File: config.mk
export PLATFORM = sky130hd
export DESIGN_NAME = instr_fetch_unit
export DESIGN_NICKNAME = d
export VERILOG_FILES = /design/src/rtl/instr_fetch_unit.sv
export SDC_FILE = /design/constraint.sdc
export NUM_CORES = 1
export LEC_CHECK = 0
export BUFFER_PORTS_ARGS = -buffer_cell sky130_fd_sc_hd__buf_2
export CORE_ASPECT_RATIO = 1.25
export CORE_MARGIN = 2
export CORE_UTILIZATION = 40
export CTS_CLUSTER_DIAMETER = 100
export DETAILED_ROUTE_END_ITERATION = 7
export HOLD_SLACK_MARGIN = 0.02
export PLACE_DENSITY = 0.62
export SLEW_MARGIN = 20
export SYNTH_ARGS = -nofsm -noshare
export SYNTH_HDL_FRONTEND = slang
export SYNTH_SLANG_ARGS = --single-unit
File: constraint.sdc
create_clock -name CLK -period 6.57 [get_ports CLK]
set_clock_uncertainty 0.2 [all_clocks]
set_input_delay 1.971 -clock CLK [delete_from_list [all_inputs] [get_ports CLK]]
set_output_delay 1.971 -clock CLK [all_outputs]
set_load 0.02 [all_outputs]
File: src/rtl/instr_fetch_unit.sv
// Instruction fetch unit. It issues in-order requests to instruction memory and
// pairs each response with its PC. Returned words are buffered in a small FIFO
// that feeds the IF/ID latch.
module instr_fetch_unit #(
  parameter logic [31:0] RESET_PC = 32'hBFC0_0000,
  parameter int          DEPTH    = 4
) (
  input  logic        CLK,
  input  logic        RESET,
  input  logic        STALL,
  input  logic        REDIRECT,
  input  logic [31:0] REDIRECT_PC,
  output logic        IMEM_REQ_VALID,
  input  logic        IMEM_REQ_READY,
  output logic [31:0] IMEM_ADDR,
  input  logic        IMEM_RSP_VALID,
  input  logic [31:0] IMEM_RSP_DATA,
  output logic [31:0] Instr1_IF,
  output logic [31:0] Instr_PC_IF,
  output logic [31:0] Instr_PC_Plus4_IF,
  output logic        Instr_VALID
);
  localparam int PW = $clog2(DEPTH);
  localparam int CW = PW + 1;

  logic [31:0]   fetch_pc_q, fetch_pc_d;
  logic [CW-1:0] occ_q, occ_d, outst_q, outst_d, drop_q, drop_d;
  logic [PW-1:0] fwr_q, fwr_d, frd_q, frd_d;
  logic [PW-1:0] twr_q, twr_d, trd_q, trd_d;

  logic [31:0] instr_mem_q [DEPTH];
  logic [31:0] pc_mem_q    [DEPTH];
  logic [31:0] tag_mem_q   [DEPTH];

  logic [CW:0] credit_sum;
  logic        accept, rsp_drop, push, pop, bubble;
  logic [31:0] head_pc;
  logic        unused_redir_lsb;

  assign unused_redir_lsb = &REDIRECT_PC[1:0];

  // Credit counts both in-flight requests and buffered words, so a response
  // always finds a free FIFO slot.
  assign credit_sum     = {1'b0, outst_q} + {1'b0, occ_q};
  assign IMEM_REQ_VALID = RESET & ~REDIRECT & (credit_sum < (CW+1)'(DEPTH));
  assign IMEM_ADDR      = fetch_pc_q;
  assign accept         = IMEM_REQ_VALID & IMEM_REQ_READY;
  assign rsp_drop       = IMEM_RSP_VALID & (REDIRECT | (drop_q != '0));
  assign push           = IMEM_RSP_VALID & ~rsp_drop;
  assign bubble         = (occ_q == '0) | REDIRECT;
  assign pop            = ~STALL & ~bubble;

  assign head_pc           = pc_mem_q[frd_q];
  assign Instr_VALID       = ~bubble;
  assign Instr1_IF         = bubble ? 32'd0 : instr_mem_q[frd_q];
  assign Instr_PC_IF       = bubble ? 32'd0 : head_pc;
  assign Instr_PC_Plus4_IF = bubble ? 32'd0 : head_pc + 32'd4;

  always_comb begin
    fetch_pc_d = fetch_pc_q;
    occ_d      = occ_q;
    outst_d    = outst_q + CW'(accept) - CW'(IMEM_RSP_VALID);
    drop_d     = drop_q;
    fwr_d      = fwr_q;
    frd_d      = frd_q;
    twr_d      = twr_q;
    trd_d      = trd_q;
    if (accept) begin
      fetch_pc_d = fetch_pc_q + 32'd4;
      twr_d      = twr_q + 1'b1;
    end
    if (IMEM_RSP_VALID) trd_d = trd_q + 1'b1;
    // The tag queue survives a redirect: stale responses still pop their tags.
    if (REDIRECT) begin
      fetch_pc_d = {REDIRECT_PC[31:2], 2'b00};
      occ_d      = '0;
      fwr_d      = '0;
      frd_d      = '0;
      drop_d     = outst_q - CW'(IMEM_RSP_VALID);
    end else begin
      if (IMEM_RSP_VALID && (drop_q != '0)) drop_d = drop_q - 1'b1;
      if (push) fwr_d = fwr_q + 1'b1;
      if (pop)  frd_d = frd_q + 1'b1;
      occ_d = occ_q + CW'(push) - CW'(pop);
    end
  end

  always_ff @(posedge CLK or negedge RESET) begin
    if (!RESET) begin
      fetch_pc_q <= RESET_PC;
      occ_q      <= '0;
      outst_q    <= '0;
      drop_q     <= '0;
      fwr_q      <= '0;
      frd_q      <= '0;
      twr_q      <= '0;
      trd_q      <= '0;
    end else begin
      fetch_pc_q <= fetch_pc_d;
      occ_q      <= occ_d;
      outst_q    <= outst_d;
      drop_q     <= drop_d;
      fwr_q      <= fwr_d;
      frd_q      <= frd_d;
      twr_q      <= twr_d;
      trd_q      <= trd_d;
    end
  end

  always_ff @(posedge CLK) begin
    if (accept) tag_mem_q[twr_q] <= fetch_pc_q;
    if (push) begin
      instr_mem_q[fwr_q] <= IMEM_RSP_DATA;
      pc_mem_q[fwr_q]    <= tag_mem_q[trd_q];
    end
  end
endmodule

Word-level counts from Yosys, hierarchy flattened
Memories as Yosys holds them, arrays and structs flattened.
Cells that the tools add are included.
{"block": "word_totals", "ff_bits": 49, "n_memories": 3, "ram_bits": 384, "output_inout_bits": 130}
{"name": "instr_mem_q", "words": 4, "word_bits": 32, "read_ports": 1, "rd_ports_with_merged_regs": 0, "wr": 1, "line": "31", "rtl": "logic [31:0] instr_mem_q [DEPTH];"}
{"name": "pc_mem_q", "words": 4, "word_bits": 32, "read_ports": 1, "rd_ports_with_merged_regs": 0, "wr": 1, "line": "32", "rtl": "logic [31:0] pc_mem_q [DEPTH];"}
{"name": "tag_mem_q", "words": 4, "word_bits": 32, "read_ports": 1, "rd_ports_with_merged_regs": 0, "wr": 1, "line": "33", "rtl": "logic [31:0] tag_mem_q [DEPTH];"}
{"block": "classes", "n_bitwise": 12, "magnitude_cmp": 1, "addsub": 13, "n_reduce_logical": 7, "muxes": 16}
{"operator": "32-bit two-way mux", "n": 5}
{"operator": "32-bit by 3-bit adder with 32-bit output, second input constant", "n": 2}
{"operator": "3-bit two-way mux", "n": 3}
{"operator": "3-bit by 1-bit subtractor with 3-bit output", "n": 3}
{"operator": "2-bit by 1-bit adder with 2-bit output, second input constant", "n": 4}
{"operator": "2-bit two-way mux", "n": 4}
{"operator": "2-bit nonzero test", "n": 4}
{"operator": "3-bit by 1-bit adder with 3-bit output", "n": 2}
{"operator": "1-bit AND", "n": 6}
{"operator": "3-bit by 3-bit adder with 4-bit output", "n": 1}
{"operator": "4-bit by 3-bit < comparator with 1-bit output, second input constant", "n": 1}
{"operator": "1-bit two-way mux", "n": 4}
{"operator": "1-bit NOT", "n": 4}
{"operator": "3-bit logical NOT", "n": 1}
{"operator": "3-bit nonzero test", "n": 1}
{"operator": "3-bit by 1-bit subtractor with 3-bit output, second input constant", "n": 1}
{"operator": "1-bit bitwise OR", "n": 2}
{"operator": "1-bit logical AND", "n": 1}

Depth between registers and ports, before layout
Gate-level depths: netlist of the first run.
{"block": "logic_depth", "depth_word": 8, "depth_mapped": 13, "mapped_depth_nobuf": 12}

Worst setup path after synthesis of the first run
No wires, ideal clock.
{"block": "synth_path", "path_kind": "input to output", "from": "in REDIRECT", "to": "out Instr_PC_Plus4_IF[29]", "path_slack_ps": 1109, "path_stages": 6, "arrival_ps": 3290, "cell_sequence": "or2_2 -> clkbuf_1 -> inv_1 -> clkbuf_1 -> and2_1 -> mux2_1"}
{"block": "synth_between", "elab_chain_cells": 2}
{"item": "start, declared", "line": "11", "rtl": "input logic REDIRECT,"}
{"item": "1-bit bitwise OR", "line": "50", "rtl": "assign bubble = (occ_q == '0) | REDIRECT;"}
{"item": "32-bit two-way mux", "line": "57", "rtl": "assign Instr_PC_Plus4_IF = bubble ? 32'd0 : head_pc + 32'd4;"}
{"item": "end, declared", "line": "20", "rtl": "output logic [31:0] Instr_PC_Plus4_IF,"}
No other way between the ends.

Worst setup path in the final report of the first run
{"block": "layout_path", "from": "reg frd_q[0]", "to": "out Instr_PC_Plus4_IF[26]"}
{"block": "layout_between", "elab_chain_cells": 3}
{"item": "start, declared", "line": "28", "rtl": "logic [PW-1:0] fwr_q, fwr_d, frd_q, frd_d;"}
{"item": "start signal, assigned", "line": "104", "rtl": "frd_q <= frd_d;"}
{"item": "memory read 4 x 32 bit"}
{"item": "32-bit by 3-bit adder with 32-bit output", "line": "57"}
{"item": "32-bit two-way mux", "line": "57"}
No other way between the ends.

==> reports/results.tsv, run 1 <==
stage	metric	value	unit
floorplan	Die Wd	190	µm
timing	RSZ-0062 raised after global routing	no	
worst_setup_path	CP startpoint kind	register	
drt	routed wire length	35800	µm
run	max-cap viol count	0	
clock_network	clk sinks	415	
worst_setup_path	WS Path Type	register to primary output	
place	HPWL after DPL	22000	µm
timing	Fmax	0.168	GHz
global_routing	vias in the first global route	9494	
clock_network	Num CTS Buffers	42	
yosys	top cells by count, synth	edfxtp_1 (368), mux4_2 (86), and2_1 (71)	
yosys	share of the synthesized area in the top cell type	63.8	%
timing	relative slew slack	30.4	%
clock_network	CTS max path bufs	3	
clock_network	worst-skew pair later-pin latency	0.54	ns
global_routing	Total Routing Usage GR	15.9	%
power_and_ir_drop	leakage power	0.00711	µW
power_and_ir_drop	Net Sw Frac	29.5	%
yosys	sequential area share after synthesis	70.7	%
clock_network	CTS Root Cell	clkbuf_16	
floorplan	row cnt	85	
yosys	Synth Flop Type	edfxtp_1	
power_and_ir_drop	Clk network pwr share	30.6	%
power_and_ir_drop	cell internal pwr	5210	µW
yosys	top-count cell post-synth	edfxtp_1	
floorplan	Initial Util	40.4	%
place	port bufs	191	
timing	setup_tns	0	ns
clock_network	CTS resizes	0	
yosys	Avg Cell Area, Syn	17.4	µm²
global_routing	first-pass GRT wire length	55100	µm
worst_setup_path	CP max FO	21	
yosys	EDFF count, synth	368	
global_routing	total grt overflow	0	
yosys	library cells used by synthesis	52	
place	Placed Instances	1718	
cells_and_area	layout cell share with drive strength beyond 1	31.3	%
power_and_ir_drop	Seq pwr share	45.7	%
drt	post-route DRC violation count	0	
timing	fin crit period	5.96	ns
timing	Final period util	90.8	%
timing	Least-Margin Pin Slew	1.04	ns
yosys	fraction of registers with async set/reset	11.3	%
run_status	status	finished, final reports clean	
cells_and_area	synth-to-layout area growth	16.6	%
place	GP Congestion	0.822	
clock_network	setup bufs post-CTS	0	
drt	Pre-antenna DRT Iters	6	
floorplan	I/O pins	200	
drt	DRT antenna net count	0	
worst_setup_path	Setup crit end kind	primary output	
yosys	Synth area leader	edfxtp_1	
yosys	Ys Warns	0	
clock_network	H-tree depth	2	
floorplan	Core Footprint	42900	µm²
power_and_ir_drop	P per Cell Area	366	nW/µm²
yosys	largest cells by area after synthesis	edfxtp_1 (64%), mux4_2 (11%), dfrtp_1 (5.5%)	
cells_and_area	Final #Nets	1289	
clock_network	CTS tree	built	
power_and_ir_drop	Max VDD drop	0.237	mV
min_path	Hold WC Path Type	register to register	
power_and_ir_drop	Comb pwr share	23.7	%
yosys	Yosys reg bits	415	
global_routing	largest net degree at the start of global routing	63	
floorplan	Die H	237	µm
timing	hold_ws	0.313	ns
yosys	Syn Inst Count	997	
drt	DR iter-0 viols	561	
timing	Final Hold Viols	0	
worst_setup_path	crit path DAT	3.79	ns
power_and_ir_drop	Sw Pwr	2180	µW
drt	routed len/inst	19.9	µm
timing	Final setup viols	0	
cells_and_area	Non-Filler Instances	1795	
floorplan	die area	45000	µm²
drt	vias post-DR	9408	
global_routing	initial antenna violation count	1	
timing	max-slew violation count	0	
clock_network	hold-fix buffers at CTS	0	
worst_setup_path	CP required	4.40	ns
drt	Via density	5.24	
clock_network	Clock Pin Slew Worst Setup and Hold Paths	0.06	ns
yosys	mapped cell area	17300	µm²
## placed cells by master (no fill, tap or decap), types with 6 or more instances in the layout
master / instances
edfxtp_1: 368
buf_2: 191
mux4_2: 86
and2_1: 67
nand2_1: 50
clkbuf_16: 42
nor2_1: 38
dfrtp_1: 34
o21ai_0: 31
inv_1: 30
nand3_1: 21
ha_1: 20
nand4_1: 18
a21oi_1: 17
xor2_1: 16
buf_4: 13
nor3_1: 11
xnor2_1: 11
o211ai_1: 11
dfstp_2: 9
o311ai_0: 9
and3_1: 8
clkbuf_1: 8
or4_1: 7
or3_1: 7
clkinv_2: 7
o31ai_1: 6
conb_1: 6
clkinv_1: 6
## sequential cells by signal, summed over array words and instances (netlist names)
name and flops:
pc_mem_q 120, occ_q 3, drop_q 3, outst_q 3, frd_q 2, instr_mem_q 128, trd_q 2, twr_q 2
IMEM_ADDR 30, fwr_q 2, tag_mem_q 120
## power groups by stage
stage                     clock (µW)  combinational (µW)  sequential [µW]
final                           2260                1750             3380
after global routing            2430                1920             3410
after CTS                       2330                1790             3390
after detailed placement           0                1790             3440
after global placement             0                1760             3430
after floorplan                    0                1310             3350
## cell type report
type / count / area (µm²)
antenna: 1 / 2.50
clock inverter: 24 / 200
tap: 565 / 707
multi-input combinational: 501 / 4700
fill: 3726 / 22700
sequential: 415 / 12200
timing repair buffer: 207 / 1110
clock buffer: 52 / 1110
inverter: 30 / 113
## routing by layer
metal / routed length, µm / track usage [%]
met5: 0 / 0
met4: 753 / 4.63
met3: 2000 / 2.50
met2: 17300 / 26.3
met1: 15700 / 21.9
## stage by stage
| step | power, µW | utilization, % | setup WS [ns] | area [µm²] |
|---|---|---|---|---|
| finish | 7390 | 47.1 | 0.607 | 20200 |
| global route | 7760 | 47.1 | 0.341 | 20200 |
| CTS | 7510 | 47.1 | 0.551 | 20200 |
| detailed placement | 5230 | 44.0 | 0.802 | 18900 |
| global placement | 5190 | 44.0 | 0.844 | 18900 |
| floorplan | 4660 | - | 1.11 | 17300 |
## logic make-up after synthesis
family                   share of synthesized area, %
other                                          0.0217
flip-flops                                       70.7
adder cells (fa/ha/maj)                          1.68
XOR/XNOR                                         1.37
AO/OA/AOI/OAI                                    3.43
buffers and inverters                            2.34
AND/OR/NAND/NOR                                  7.85
multiplexers                                     12.6
## critical path: stages, from the launching register on
cell     delay (ns)
dfrtp_4        0.66
mux4_2         0.49
ha_1           0.21
and4_1         0.35
nand4_1        0.50
or4_1          0.67
a21oi_1        0.15
buf_2          0.20
## final timing paths
path	from	depth (start not counted)	end	slack (ns)
max in group asynchronous	RESET	2	frd_q[0]$_DFFE_PN0P_	4.19
min in group asynchronous	RESET	2	IMEM_ADDR[3]$_DFFE_PN0P_	1.45
setup / recovery	frd_q[0]$_DFFE_PN0P_	7	Instr_PC_Plus4_IF[26]	0.61
setup reg to reg	outst_q[2]$_DFF_PN0_	12	outst_q[2]$_DFF_PN0_	3.54
hold / removal	trd_q[0]$_DFFE_PN0P_	1	trd_q[0]$_DFFE_PN0P_	0.31
hold reg to reg	trd_q[0]$_DFFE_PN0P_	1	trd_q[0]$_DFFE_PN0P_	0.31
No activity file was read; power rests on OpenSTA's default activity.
==> run 2: changes to the inputs <==
--- a/config.mk
+++ b/config.mk
@@ -6,13 +6,16 @@
 export NUM_CORES = 1
 export LEC_CHECK = 0
 export BUFFER_PORTS_ARGS = -buffer_cell sky130_fd_sc_hd__buf_2
+export CELL_PAD_IN_SITES_DETAIL_PLACEMENT = 2
+export CELL_PAD_IN_SITES_GLOBAL_PLACEMENT = 2
 export CORE_ASPECT_RATIO = 1.25
 export CORE_MARGIN = 2
 export CORE_UTILIZATION = 40
 export CTS_CLUSTER_DIAMETER = 100
+export CTS_CLUSTER_SIZE = 12
 export DETAILED_ROUTE_END_ITERATION = 7
 export HOLD_SLACK_MARGIN = 0.02
-export PLACE_DENSITY = 0.62
+export PLACE_DENSITY = 0.78
 export SLEW_MARGIN = 20
 export SYNTH_ARGS = -nofsm -noshare
 export SYNTH_HDL_FRONTEND = slang
==> reports/results.tsv, run 2 (same netlist as run 1, synthesis figures left out) <==
stage	metric	value	unit
run_status	status	finished, final reports clean	
timing	Final setup viols	0	
drt	Pre-antenna DRT Iters	4	
floorplan	row cnt	85	
power_and_ir_drop	P per Cell Area	365	nW/µm²
clock_network	CTS Root Cell	clkbuf_16	
floorplan	Core Footprint	42900	µm²
drt	Via density	5.43	
clock_network	hold-fix buffers at CTS	0	
clock_network	setup bufs post-CTS	0	
worst_setup_path	WS Path Type	register to primary output	
drt	DR iter-0 viols	447	
clock_network	clk sinks	415	
cells_and_area	most frequent cells in the layout	edfxtp_1 (368), buf_2 (191), mux4_2 (86), and2_1 (67), nand2_1 (50)	
timing	relative slew slack	30.1	%
power_and_ir_drop	Tot Pwr	7300	µW
worst_setup_path	CP max FO	49	
global_routing	Total Routing Usage GR	20.1	%
place	HPWL after DPL	29600	µm
worst_setup_path	CP required	4.40	ns
timing	max-slew violation count	0	
clock_network	worst-skew pair later-pin latency	0.57	ns
cells_and_area	top flop regs	instr_mem_q x128, pc_mem_q x120, tag_mem_q x120	
power_and_ir_drop	Max VDD drop	0.186	mV
floorplan	Die H	237	µm
cells_and_area	Final #Nets	1289	
worst_setup_path	crit path DAT	4.03	ns
global_routing	first-pass GRT wire length	68100	µm
floorplan	Initial Util	40.4	%
min_path	Hold Crit Depth	1	
worst_setup_path	Setup crit end kind	primary output	
global_routing	largest net degree at the start of global routing	63	
timing	setup_tns	0	ns
cells_and_area	layout cell share with drive strength beyond 1	30.3	%
clock_network	CTS tree	built	
power_and_ir_drop	leakage power	0.00700	µW
timing	Final period util	94.3	%
clock_network	CTS resizes	0	
drt	routed len/inst	25.0	µm
cells_and_area	Core Util, Final	46.6	%
clock_network	CTS max path bufs	3	
drt	routed wire length	44400	µm
global_routing	total grt overflow	0	
drt	DRT antenna net count	0	
drt	vias post-DR	9672	
clock_network	H-tree depth	2	
place	GP Congestion	0.760	
cells_and_area	n_diodes	0	
cells_and_area	synth-to-layout area growth	15.4	%
timing	Fmax	0.161	GHz
clock_network	Clock Pin Slew Worst Setup and Hold Paths	0.06	ns
cells_and_area	Top reg by flops	instr_mem_q	
timing	Least-Margin Pin Slew	1.05	ns
run	max-cap viol count	0	
floorplan	I/O pins	200	
clock_network	Num CTS Buffers	40	
floorplan	die area	45000	µm²
place	port bufs	191	
global_routing	vias in the first global route	11000	
timing	RSZ-0062 raised after global routing	no	
timing	fin crit period	6.20	ns
floorplan	Die Wd	190	µm
drt	post-route DRC violation count	0	
min_path	Hold WC Path Type	register to register	
timing	Final Hold Viols	0	
cells_and_area	Largest register FFs	128	
cells_and_area	commonest non-fill, non-tap cell in the layout	edfxtp_1	
global_routing	initial antenna violation count	0	
worst_setup_path	CP startpoint kind	register	
worst_setup_path	FF-to-FF path depth	12	
-- run 2: critical path, stage by stage, from the launching register on --
cell and delay, ns:
dfrtp_4 0.68, buf_4 0.84, mux4_2 0.49, and4_2 0.32, nand2_2 0.14, nor4_1 0.41
mux2_2 0.39, buf_2 0.17
-- run 2: per-layer routing --
layer	global-route usage, %	routed length (µm)
met5	0	0
met4	4.82	787
met3	2.73	1720
met2	36.8	23900
met1	25.1	18000
-- run 2: path summary, 6_finish.rpt --
kind	to	from	slack [ns]
max	Instr_PC_Plus4_IF[25]	frd_q[0]$_DFFE_PN0P_	0.37
min	outst_q[0]$_DFF_PN0_	outst_q[0]$_DFF_PN0_	0.36
max reg2reg	outst_q[2]$_DFF_PN0_	occ_q[2]$_DFF_PN0_	3.18
min reg2reg	outst_q[0]$_DFF_PN0_	outst_q[0]$_DFF_PN0_	0.36
max in group asynchronous	trd_q[0]$_DFFE_PN0P_	RESET	4.15
min in group asynchronous	IMEM_ADDR[7]$_DFFE_PN0P_	RESET	1.45
-- run 2: where the power goes --
group	switching (µW)	internal, µW	total, µW	leakage, µW
Sequential	235	3180	3420	0.00388
Clock	947	1120	2070	0.000533
Combinational	1080	734	1810	0.00259
Total	2260	5040	7300	0.00700
-- run 2: layout make-up --
cell class,instances,area (µm²)
clock inverter,4,56.3
clock buffer,56,1060
inverter,30,113
multi-input combinational,501,4710
tap,565,707
timing repair buffer,209,1090
fill,4044,22900
sequential,415,12200
-- run 2: through the flow --
step | std cells | setup WS, ns | hold slack [ns] | instance area [µm²]
after floorplan | 1002 | 1.11 | 0.301 | 17300
after global placement | 1720 | 0.620 | 0.329 | 18900
after detailed placement | 1720 | 0.577 | 0.359 | 18900
after CTS | 1780 | 0.246 | 0.371 | 20000
after global routing | 1780 | 0.0642 | 0.398 | 20000
final | 1780 | 0.372 | 0.363 | 20000
